==> src/rtl/uart_pkg.sv <==
// uart_pkg: constants and types shared by the UART transmit- and receive-side
// flow control blocks.
//   XON_CODE / XOFF_CODE : in-band software flow control bytes
//   tx_state_t           : transmit-control FSM state encoding
//   is_ctrl_code()       : true for a byte that collides with XON/XOFF
package uart_pkg;

    localparam logic [7:0] XON_CODE  = 8'd17;
    localparam logic [7:0] XOFF_CODE = 8'd19;

    typedef enum logic [1:0] {
        IDLE,
        LOAD,
        WAIT_BUSY,
        WAIT_DONE
    } tx_state_t;

    function automatic logic is_ctrl_code(input logic [7:0] b);
        return (b == XON_CODE) || (b == XOFF_CODE);
    endfunction

endpackage

==> src/rtl/sync_fifo8.sv <==
// sync_fifo8: single-clock byte FIFO, DEPTH entries (power of two).
// Ports:
//   clk       in  : clock
//   reset     in  : asynchronous active-low reset (pointers and count only)
//   push      in  : write push_data this cycle (caller guarantees !full)
//   push_data in  : byte to store
//   pop       in  : advance read pointer (caller guarantees !empty)
//   pop_data  out : byte at the head of the FIFO (combinational)
//   full      out : count == DEPTH
//   empty     out : count == 0
module sync_fifo8 #(
    parameter int unsigned DEPTH = 8
) (
    input  logic       clk,
    input  logic       reset,
    input  logic       push,
    input  logic [7:0] push_data,
    input  logic       pop,
    output logic [7:0] pop_data,
    output logic       full,
    output logic       empty
);

    localparam int unsigned AW = $clog2(DEPTH);
    localparam int unsigned CW = AW + 1;

    logic [7:0]    mem [DEPTH];
    logic [AW-1:0] wptr;
    logic [AW-1:0] rptr;
    logic [CW-1:0] count;

    // Storage is not reset; clearing the pointers and count discards contents.
    always_ff @(posedge clk) begin
        if (push) begin
            mem[wptr] <= push_data;
        end
    end

    // Pointers wrap naturally because DEPTH is a power of two.
    always_ff @(posedge clk or negedge reset) begin
        if (!reset) begin
            wptr  <= '0;
            rptr  <= '0;
            count <= '0;
        end else begin
            if (push) begin
                wptr <= wptr + AW'(1);
            end
            if (pop) begin
                rptr <= rptr + AW'(1);
            end
            case ({push, pop})
                2'b10:   count <= count + CW'(1);
                2'b01:   count <= count - CW'(1);
                default: count <= count;
            endcase
        end
    end

    assign pop_data = mem[rptr];
    assign full     = (count == CW'(DEPTH));
    assign empty    = (count == '0);

endmodule

==> src/rtl/flow_tx_ctrl.sv <==
// flow_tx_ctrl: UART transmit controller with XON/XOFF software flow control.
// Host bytes are queued in a FIFO and handed to the serializer one at a time;
// XON/XOFF control bytes are injected ahead of data according to the local
// receive-buffer level.
// Ports:
//   clk         in  : clock
//   reset       in  : asynchronous active-low reset
//   wr_en       in  : host write strobe
//   wr_data     in  : host byte
//   full        out : transmit FIFO full
//   rx_level    in  : local receive buffer occupancy
//   remote_xon  in  : peer allows data bytes
//   tx_busy     in  : serializer busy
//   tx_write_en out : one-cycle serializer load strobe
//   tx_data     out : byte to serializer
//   local_off   out : last control byte sent was XOFF
//   err         out : sticky; [0] write while full, [1] host byte was XON/XOFF
module flow_tx_ctrl
    import uart_pkg::*;
#(
    parameter int unsigned DEPTH = 8,
    parameter int unsigned HI_WM = 6,
    parameter int unsigned LO_WM = 2
) (
    input  logic       clk,
    input  logic       reset,
    input  logic       wr_en,
    input  logic [7:0] wr_data,
    output logic       full,
    input  logic [3:0] rx_level,
    input  logic       remote_xon,
    input  logic       tx_busy,
    output logic       tx_write_en,
    output logic [7:0] tx_data,
    output logic       local_off,
    output logic [1:0] err
);

    localparam logic [3:0] HI_LVL = 4'(HI_WM);
    localparam logic [3:0] LO_LVL = 4'(LO_WM);

    // Assert asynchronously, release two clocks after the pin deasserts.
    logic [1:0] rst_sync;
    logic       rst_int;

    always_ff @(posedge clk or negedge reset) begin
        if (!reset) begin
            rst_sync <= 2'b00;
        end else begin
            rst_sync <= {rst_sync[0], 1'b1};
        end
    end

    assign rst_int = rst_sync[1];

    tx_state_t  state;
    logic       ctrl_pend;
    logic       fifo_empty;
    logic [7:0] fifo_data;
    logic       push;
    logic       pop;
    logic       ctrl_go;
    logic       hi_hit;
    logic       lo_hit;

    assign hi_hit  = (rx_level >= HI_LVL);
    assign lo_hit  = (rx_level <= LO_LVL);
    assign push    = wr_en && !full && !is_ctrl_code(wr_data);
    // A pending control byte always wins over data.
    assign ctrl_go = (state == IDLE) && !tx_busy && ctrl_pend;
    assign pop     = (state == IDLE) && !tx_busy && !ctrl_pend && !fifo_empty && remote_xon;

    sync_fifo8 #(
        .DEPTH (DEPTH)
    ) u_fifo (
        .clk       (clk),
        .reset     (rst_int),
        .push      (push),
        .push_data (wr_data),
        .pop       (pop),
        .pop_data  (fifo_data),
        .full      (full),
        .empty     (fifo_empty)
    );

    always_ff @(posedge clk or negedge rst_int) begin
        if (!rst_int) begin
            state       <= IDLE;
            tx_write_en <= 1'b0;
            tx_data     <= 8'h00;
            local_off   <= 1'b0;
            ctrl_pend   <= 1'b0;
            err         <= 2'b00;
        end else begin
            err <= err | {wr_en && is_ctrl_code(wr_data), wr_en && full};

            // The pending bit means XOFF while local_off=0 and XON while
            // local_off=1; reaching the opposite watermark cancels it.
            if (ctrl_go) begin
                ctrl_pend <= 1'b0;
            end else if (!local_off) begin
                if (hi_hit) begin
                    ctrl_pend <= 1'b1;
                end else if (lo_hit) begin
                    ctrl_pend <= 1'b0;
                end
            end else begin
                if (lo_hit) begin
                    ctrl_pend <= 1'b1;
                end else if (hi_hit) begin
                    ctrl_pend <= 1'b0;
                end
            end

            case (state)
                IDLE: begin
                    if (ctrl_go) begin
                        tx_data     <= local_off ? XON_CODE : XOFF_CODE;
                        tx_write_en <= 1'b1;
                        local_off   <= !local_off;
                        state       <= LOAD;
                    end else if (pop) begin
                        tx_data     <= fifo_data;
                        tx_write_en <= 1'b1;
                        state       <= LOAD;
                    end
                end
                LOAD: begin
                    tx_write_en <= 1'b0;
                    state       <= WAIT_BUSY;
                end
                WAIT_BUSY: begin
                    if (tx_busy) begin
                        state <= WAIT_DONE;
                    end
                end
                WAIT_DONE: begin
                    if (!tx_busy) begin
                        state <= IDLE;
                    end
                end
                default: state <= IDLE;
            endcase
        end
    end

endmodule

==> config.mk <==
export PLATFORM = sky130hd
export DESIGN_NAME = flow_tx_ctrl
export DESIGN_NICKNAME = d
export VERILOG_FILES = /design/src/rtl/uart_pkg.sv /design/src/rtl/sync_fifo8.sv /design/src/rtl/flow_tx_ctrl.sv
export SDC_FILE = /design/constraint.sdc
export NUM_CORES = 1
export LEC_CHECK = 0
export CORE_AREA = 2 2 127 129
export DETAILED_ROUTE_END_ITERATION = 8
export DIE_AREA = 0 0 129 131
export GPL_TIMING_DRIVEN = 0
export PLACE_DENSITY = 0.51
export SYNTH_ARGS = -nofsm -noshare
export SYNTH_HDL_FRONTEND = slang
export SYNTH_SLANG_ARGS = --single-unit
==> constraint.sdc <==
create_clock -name clk -period 1.6 [get_ports clk]
set_clock_uncertainty 0.05 [all_clocks]
set_input_delay 0.32 -clock clk [delete_from_list [all_inputs] [get_ports clk]]
set_output_delay 0.32 -clock clk [all_outputs]
set_load 0.02 [all_outputs]
==> impl_metrics.toml, run 1 <==
[critical_path]
cp_max_fo = 4
cp.buffers_inverters = 2
timing.critical_path.depth = 9
slowest_stage = "dfrtp_2"
rr_endpoint = "u_fifo.count[3]$_DFFE_PN0P_"
cp-end-kind = "register"
crit_path_max_incr_delay_ns = 0.43
crit_top_cell = "ha_4"
reg2reg_depth = 9
critPathTopFamily = "simple AND/OR/NAND/NOR gates"
crit_type = "register to register"
crit_arrival_ns = 2.48
crit_path_cell_trace = "o41ai_4 -> or3_4 -> inv_8 -> ha_4 -> ha_4 -> inv_2 -> nor4_2 -> nand4b_1 -> o311ai_2"
r2r_setup_slack_ns = -0.72
start_kind = "register"
cp.required_ns = 1.77
rr_startpoint = "u_fifo.count[1]$_DFFE_PN0P_"

[synth]
synthFlopType = "edfxtp_1"
yosys.area.top_type = "edfxtp_1"
synth_area_leaders = "edfxtp_1, dfrtp_1, mux4_2, ha_1, mux2i_1"
synth_area_um2 = 3820
yosys_warnings = 0
synth_edf_count = 64
synth_top_area_share_pct = 50.3
syn_inst = 232
ys_ff_latch = 91
synthMostInstantiatedCell = "edfxtp_1"
syn_nets = 260
synthDistinctLibCells = 43
ys_seq_area_share_pct = 68.0
synth_commonest_cells = "edfxtp_1, dfrtp_1, mux4_2"
async_flop_share_pct = 29.7
avgSynthCellArea_um2 = 16.5

[global_route]
grt_pass1_vias = 2341
grt_max_degree = 26
grt_pass1_wl_mm = 13.5
overflow = 0
antenna_found_initial = 0
grt_usage_pct = 11.1

[pwr]
power_switching_mw = 3.02
total_power_mw = 9.25
peakVddDrop_mv = 0.545
pwr_density_cell_nw_per_um2 = 1670
intPower_mw = 6.23
leakagePower_nw = 2.11
power_frac_comb_pct = 38.8
sw_frac_of_total_pct = 32.7
pwr-share-clk_pct = 23.0
seq_power_share_pct = 38.2

[drt]
drc_errors = 0
drt_iter0_markers = 136
drt-total-wl_mm = 8.97
wl_per_cell_um = 16.4
via_per_inst = 4.31
dr.pass1.iters = 4
via_count = 2358
ant_nets = 0

[clocking]
ctsHoldBuffers = 0
cts_sinks = 91
cts_made_buffers = 9
htreeDepth = 3
clockBufferDepth = 2
cts_tree = "yes"
clk_latency_ns = 0.34
clockRootBuffer = "clkbuf_16"
clk_pin_slew_worst_paths_ns = 0.07

[timing]
setup_viol = 83
period_needed_ns = 2.32
post-route-period-util_pct = 145
whs_ns = 0.0829
tightest_slew_ns = 1.17
fmax_ghz = 0.432
hold_viol = 0
slew_viol_final = 0
worst_slack_ns = -0.715
relSlewSlack_pct = 21.8
rsz0062_at_grt = "true"

[layout]
drive_above_1_share_pct = 44.4
fin_util_pct = 35.6
n_antenna_cell = 0
n_fill_cell = 1471
final_nets = 354
area_growth_pct = 45.4
final_cells = 547

[floorplanning]
rows = 46
die_h_um = 131
pin_count = 30
dieArea_um2 = 16900
initial_core_util_pct = 24.5
core_region_area_um2 = 15600
fp.dieW_um = 129

[placement]
dpl_worst_slack_ns = -1.61
portBuffers = 29
dp_cells = 479
hpwlAfterDp_mm = 5.37
routabilityCongestion = 0.689

[job]
drv_cap = 0

[min_path]
hold_class = "input pin to asynchronous set/reset pin"

[run_status]
run_status = "finished with violations"
failed_checks = "negative setup slack"
[power groups by stage]
stage / Sequential (mW) / Clock, mW / Combinational [mW]
floorplan: 3.57 / 0 / 1.76
global placement: 3.50 / 0 / 2.65
detailed placement: 3.53 / 0 / 2.73
CTS: 3.50 / 2.16 / 3.36
global route: 3.61 / 2.26 / 3.92
finish: 3.54 / 2.12 / 3.59
[layout by cell type, fill, tap and decap left out, types with 2 or more instances in the layout]
master / Yosys / final
a21oi_2: 0 / 2
buf_12: 0 / 4
nand3_1: 5 / 3
clkdlybuf4s15_2: 0 / 2
inv_2: 0 / 5
and3_1: 5 / 5
nor3_4: 0 / 3
buf_4: 1 / 26
nand2_1: 11 / 7
or3_1: 3 / 2
mux2i_1: 7 / 7
clkdlybuf4s50_1: 0 / 9
a21o_1: 2 / 2
nor3b_2: 0 / 2
a221o_1: 5 / 5
dfrtp_1: 27 / 22
nand2_2: 0 / 2
clkbuf_16: 0 / 9
o211ai_1: 2 / 2
buf_6: 1 / 29
buf_8: 0 / 2
nand2_4: 0 / 2
xnor2_1: 6 / 5
o21ai_1: 0 / 3
a21oi_1: 7 / 5
inv_1: 9 / 3
edfxtp_1: 64 / 64
ha_4: 0 / 4
buf_2: 2 / 5
nor4b_4: 0 / 5
nor2_1: 5 / 3
clkinvlp_4: 0 / 3
nor4_4: 0 / 2
nand4_1: 2 / 2
dlygate4sd2_1: 0 / 15
dfrtp_2: 0 / 5
mux4_2: 15 / 15
nand3b_1: 2 / 2
nand2b_1: 3 / 2
ha_1: 10 / 6
[cell families after synthesis]
| group | Yosys count | share of synthesized area (%) |
|---|---|---|
| DFF | 91 | 68.0 |
| and+or+nand+nor | 55 | 8.28 |
| muxes | 24 | 11.3 |
| AOI/OAI and AO/OA | 23 | 4.52 |
| buffers and inverters | 20 | 2.49 |
| adders and majority gates | 11 | 3.80 |
| xor gates and xnor gates | 7 | 1.60 |
| other | 1 | 0.0981 |
[what timing repair did]
item | in CTS | in global routing
setup endpoints to repair | 96 | 83
gates resized for setup | 90 | 34
cloned | 1 | 0
setup buffers | 44 | 18
pin swaps | 19 | 20
[flip-flops by register name (all words and copies together), names as in the netlist]
register / cells
u_fifo.mem: 64
rst_sync: 2
u_fifo.count: 4
state: 2
u_fifo.rptr: 3
local_off: 1
tx_write_en: 1
tx_data: 8
err: 2
ctrl_pend: 1
u_fifo.wptr: 3
[final cells by class]
cell class	instances	area, um2	share of cell area (%)
sequential	91	2600	46.9
multi-input combinational	121	1440	25.8
tap	216	270	4.86
timing repair buffer	86	843	15.2
buffer	7	62.6	1.13
clock inverter	6	65.1	1.17
inverter	10	47.5	0.856
clock buffer	10	229	4.12
[metrics by stage]
stage	setup TNS (ns)	instance area (um2)
6_report	-29.52	5560
5_1_grt	-36.43	5560
4_1_cts	-28.63	5420
3_5_place_dp	-91.94	4540
3_3_place_gp	-117.59	4500
2_1_floorplan	-21.03	3940
[metal layers]
layer  track usage [%]  wire (um)  up-vias
met4              4.60        148        0
met3              2.28        256       13
met5                 0          0        -
li1                  -          -     1089
met2              17.1       4340       35
met1              15.3       4220     1221
[worst max-delay path by stage]
stage / slack (ns) / end / start
finish: -0.72 / u_fifo.count[3]$_DFFE_PN0P_ / u_fifo.count[1]$_DFFE_PN0P_
CTS: -0.69 / u_fifo.count[3]$_DFFE_PN0P_ / state[0]$_DFFE_PN0P_
detailed placement: -1.61 / u_fifo.count[3]$_DFFE_PN0P_ / wr_data[7]
global route: -0.84 / u_fifo.count[3]$_DFFE_PN0P_ / u_fifo.count[1]$_DFFE_PN0P_
global placement: -2.19 / u_fifo.mem[4][3]$_DFFE_PP_ / wr_data[7]
floorplan: -0.65 / u_fifo.count[3]$_DFFE_PN0P_ / state[1]$_DFFE_PN0P_
(Power assumes the default switching activity.)
==> run 2: changes to the inputs <==
--- a/config.mk
+++ b/config.mk
@@ -8,6 +8,7 @@
 export CORE_AREA = 2 2 127 129
 export DETAILED_ROUTE_END_ITERATION = 8
 export DIE_AREA = 0 0 129 131
+export GPL_ROUTABILITY_DRIVEN = 0
 export GPL_TIMING_DRIVEN = 0
 export PLACE_DENSITY = 0.51
 export SYNTH_ARGS = -nofsm -noshare
==> constraint.sdc (replaced) <==
create_clock -name clk -period 1.6 [get_ports clk]
set_clock_uncertainty 0.05 [all_clocks]
set_input_delay 0.48 -clock clk [delete_from_list [all_inputs] [get_ports clk]]
set_output_delay 0.48 -clock clk [all_outputs]
set_load 0.02 [all_outputs]
==> impl_metrics.toml, run 2 (same netlist as run 1, synthesis figures left out) <==
[job]
drv_cap = 0

[critical_path]
reg2reg_depth = 10
crit_top_cell = "ha_4"
crit_arrival_ns = 2.45
cp_max_fo = 4
crit_path_cell_trace = "o41ai_4 -> or3_1 -> buf_6 -> inv_8 -> ha_4 -> ha_4 -> inv_2 -> nor4_2 -> nand4b_1 -> o311ai_2"
rr_startpoint = "u_fifo.count[0]$_DFFE_PN0P_"
rr_endpoint = "u_fifo.count[3]$_DFFE_PN0P_"
cp.required_ns = 1.75
crit_type = "register to register"
cp-end-kind = "register"
crit_path_start = "u_fifo.count[0]$_DFFE_PN0P_"
start_kind = "register"
r2r_setup_slack_ns = -0.70
slowest_stage = "dfrtp_2"
crit_path_max_incr_delay_ns = 0.42

[layout]
fin_util_pct = 34.7
area_growth_pct = 41.8
n_fill_cell = 1470
final_area_um2 = 5420
drive_above_1_share_pct = 42.5
layout_commonest_cell = "edfxtp_1"
final_cell_mix = "edfxtp_1, buf_4, dfrtp_1, buf_6, mux4_2"
n_antenna_cell = 0
reg_top3 = "u_fifo.mem (64), tx_data (8), u_fifo.count (4)"
final_nets = 345
largest_reg_flops = 64
regMostFlops = "u_fifo.mem"

[placement]
dpl_worst_slack_ns = -1.73
place_area_um2 = 4540
portBuffers = 29
hpwlAfterDp_mm = 5.31

[clocking]
htreeDepth = 3
clockBufferDepth = 2
cts_tree = "yes"
ctsHoldBuffers = 0
clk_pin_slew_worst_paths_ns = 0.07
clockRootBuffer = "clkbuf_16"
cts_made_buffers = 9
cts_sinks = 91
clk_latency_ns = 0.33

[floorplanning]
core_region_area_um2 = 15600
die_h_um = 131
pin_count = 30
rows = 46
initial_core_util_pct = 24.5
dieArea_um2 = 16900
fp.dieW_um = 129

[timing]
rsz0062_at_grt = "true"
post-route-period-util_pct = 144
period_needed_ns = 2.30
relSlewSlack_pct = 29.3
fmax_ghz = 0.435
setup_viol = 81
tightest_slew_ns = 1.06
slew_viol_final = 0
whs_ns = 0.260
hold_viol = 0
worst_slack_ns = -0.697

[run_status]
failed_checks = "negative setup slack"
run_status = "finished with violations"

[pwr]
leakagePower_nw = 2.02
total_power_mw = 9.06
pwr_density_cell_nw_per_um2 = 1670
peakVddDrop_mv = 0.522

[drt]
ant_nets = 0
wl_per_cell_um = 15.3
drt-total-wl_mm = 8.24
dr.pass1.iters = 4
via_count = 2226
drc_errors = 0
drt_iter0_markers = 135
via_per_inst = 4.14

[global_route]
overflow = 0
grt_max_degree = 26
antenna_found_initial = 0
grt_usage_pct = 10.5
grt_pass1_wl_mm = 13.1
grt_pass1_vias = 2368

[min_path]
hold_class = "input pin to asynchronous set/reset pin"
## run 2: metal layers
metal	GRT usage [%]	part of all wire [%]
met1	13.2	44
met2	18.3	52
met5	0	0
met3	2.08	3.1
met4	3.84	1.0
## run 2: report_power, final
part / switching, mW / leakage, nW / internal [mW]
clock: 0.869 / 0.141 / 1.20
sequential: 0.432 / 0.903 / 3.09
combinational: 1.63 / 0.975 / 1.83
total: 2.93 / 2.02 / 6.13
## run 2: repair_timing
item,CTS,global route
endpoints found under the hold margin,0,0
pin swaps,23,17
setup buffers,38,10
gates resized for setup,101,25
gates cloned,0,0
endpoints found under the setup margin,97,91
## run 2: worst max-delay path by stage
stage,end,cells after the start
6_report,u_fifo.count[3]$_DFFE_PN0P_,10
5_1_grt,u_fifo.count[3]$_DFFE_PN0P_,10
4_1_cts,u_fifo.count[3]$_DFFE_PN0P_,11
3_5_place_dp,u_fifo.mem[3][3]$_DFFE_PP_,6
3_3_place_gp,u_fifo.mem[7][3]$_DFFE_PP_,6
2_1_floorplan,u_fifo.count[3]$_DFFE_PN0P_,12
## run 2: per-stage QoR
step / setup TNS [ns] / cells
5_1_grt: -28.05 / 538
3_3_place_gp: -117.09 / 477
2_1_floorplan: -23.31 / 232
4_1_cts: -21.52 / 531
6_report: -22.17 / 538
3_5_place_dp: -112.69 / 478
## run 2: final cells by class
class | count | area, um2 | share of cell area [%]
flip-flops and latches | 91 | 2600 | 48.0
multi-input cells | 121 | 1400 | 25.9
repair buffers | 76 | 724 | 13.4
well taps | 216 | 270 | 4.99
clock buffers | 9 | 225 | 4.16
plain buffers | 8 | 78.8 | 1.45
clock inverters | 7 | 67.6 | 1.25
inverters | 10 | 47.5 | 0.877
## run 2: critical path: cells and delay by family (launching register included)
kind                     cells  cell delay [ns]
flip-flops                   1             0.42
buffers and inverters        3             0.21
AND/OR/NAND/NOR              3             0.56
adder cells (fa/ha/maj)      2             0.44
AO/OA/AOI/OAI                2             0.49
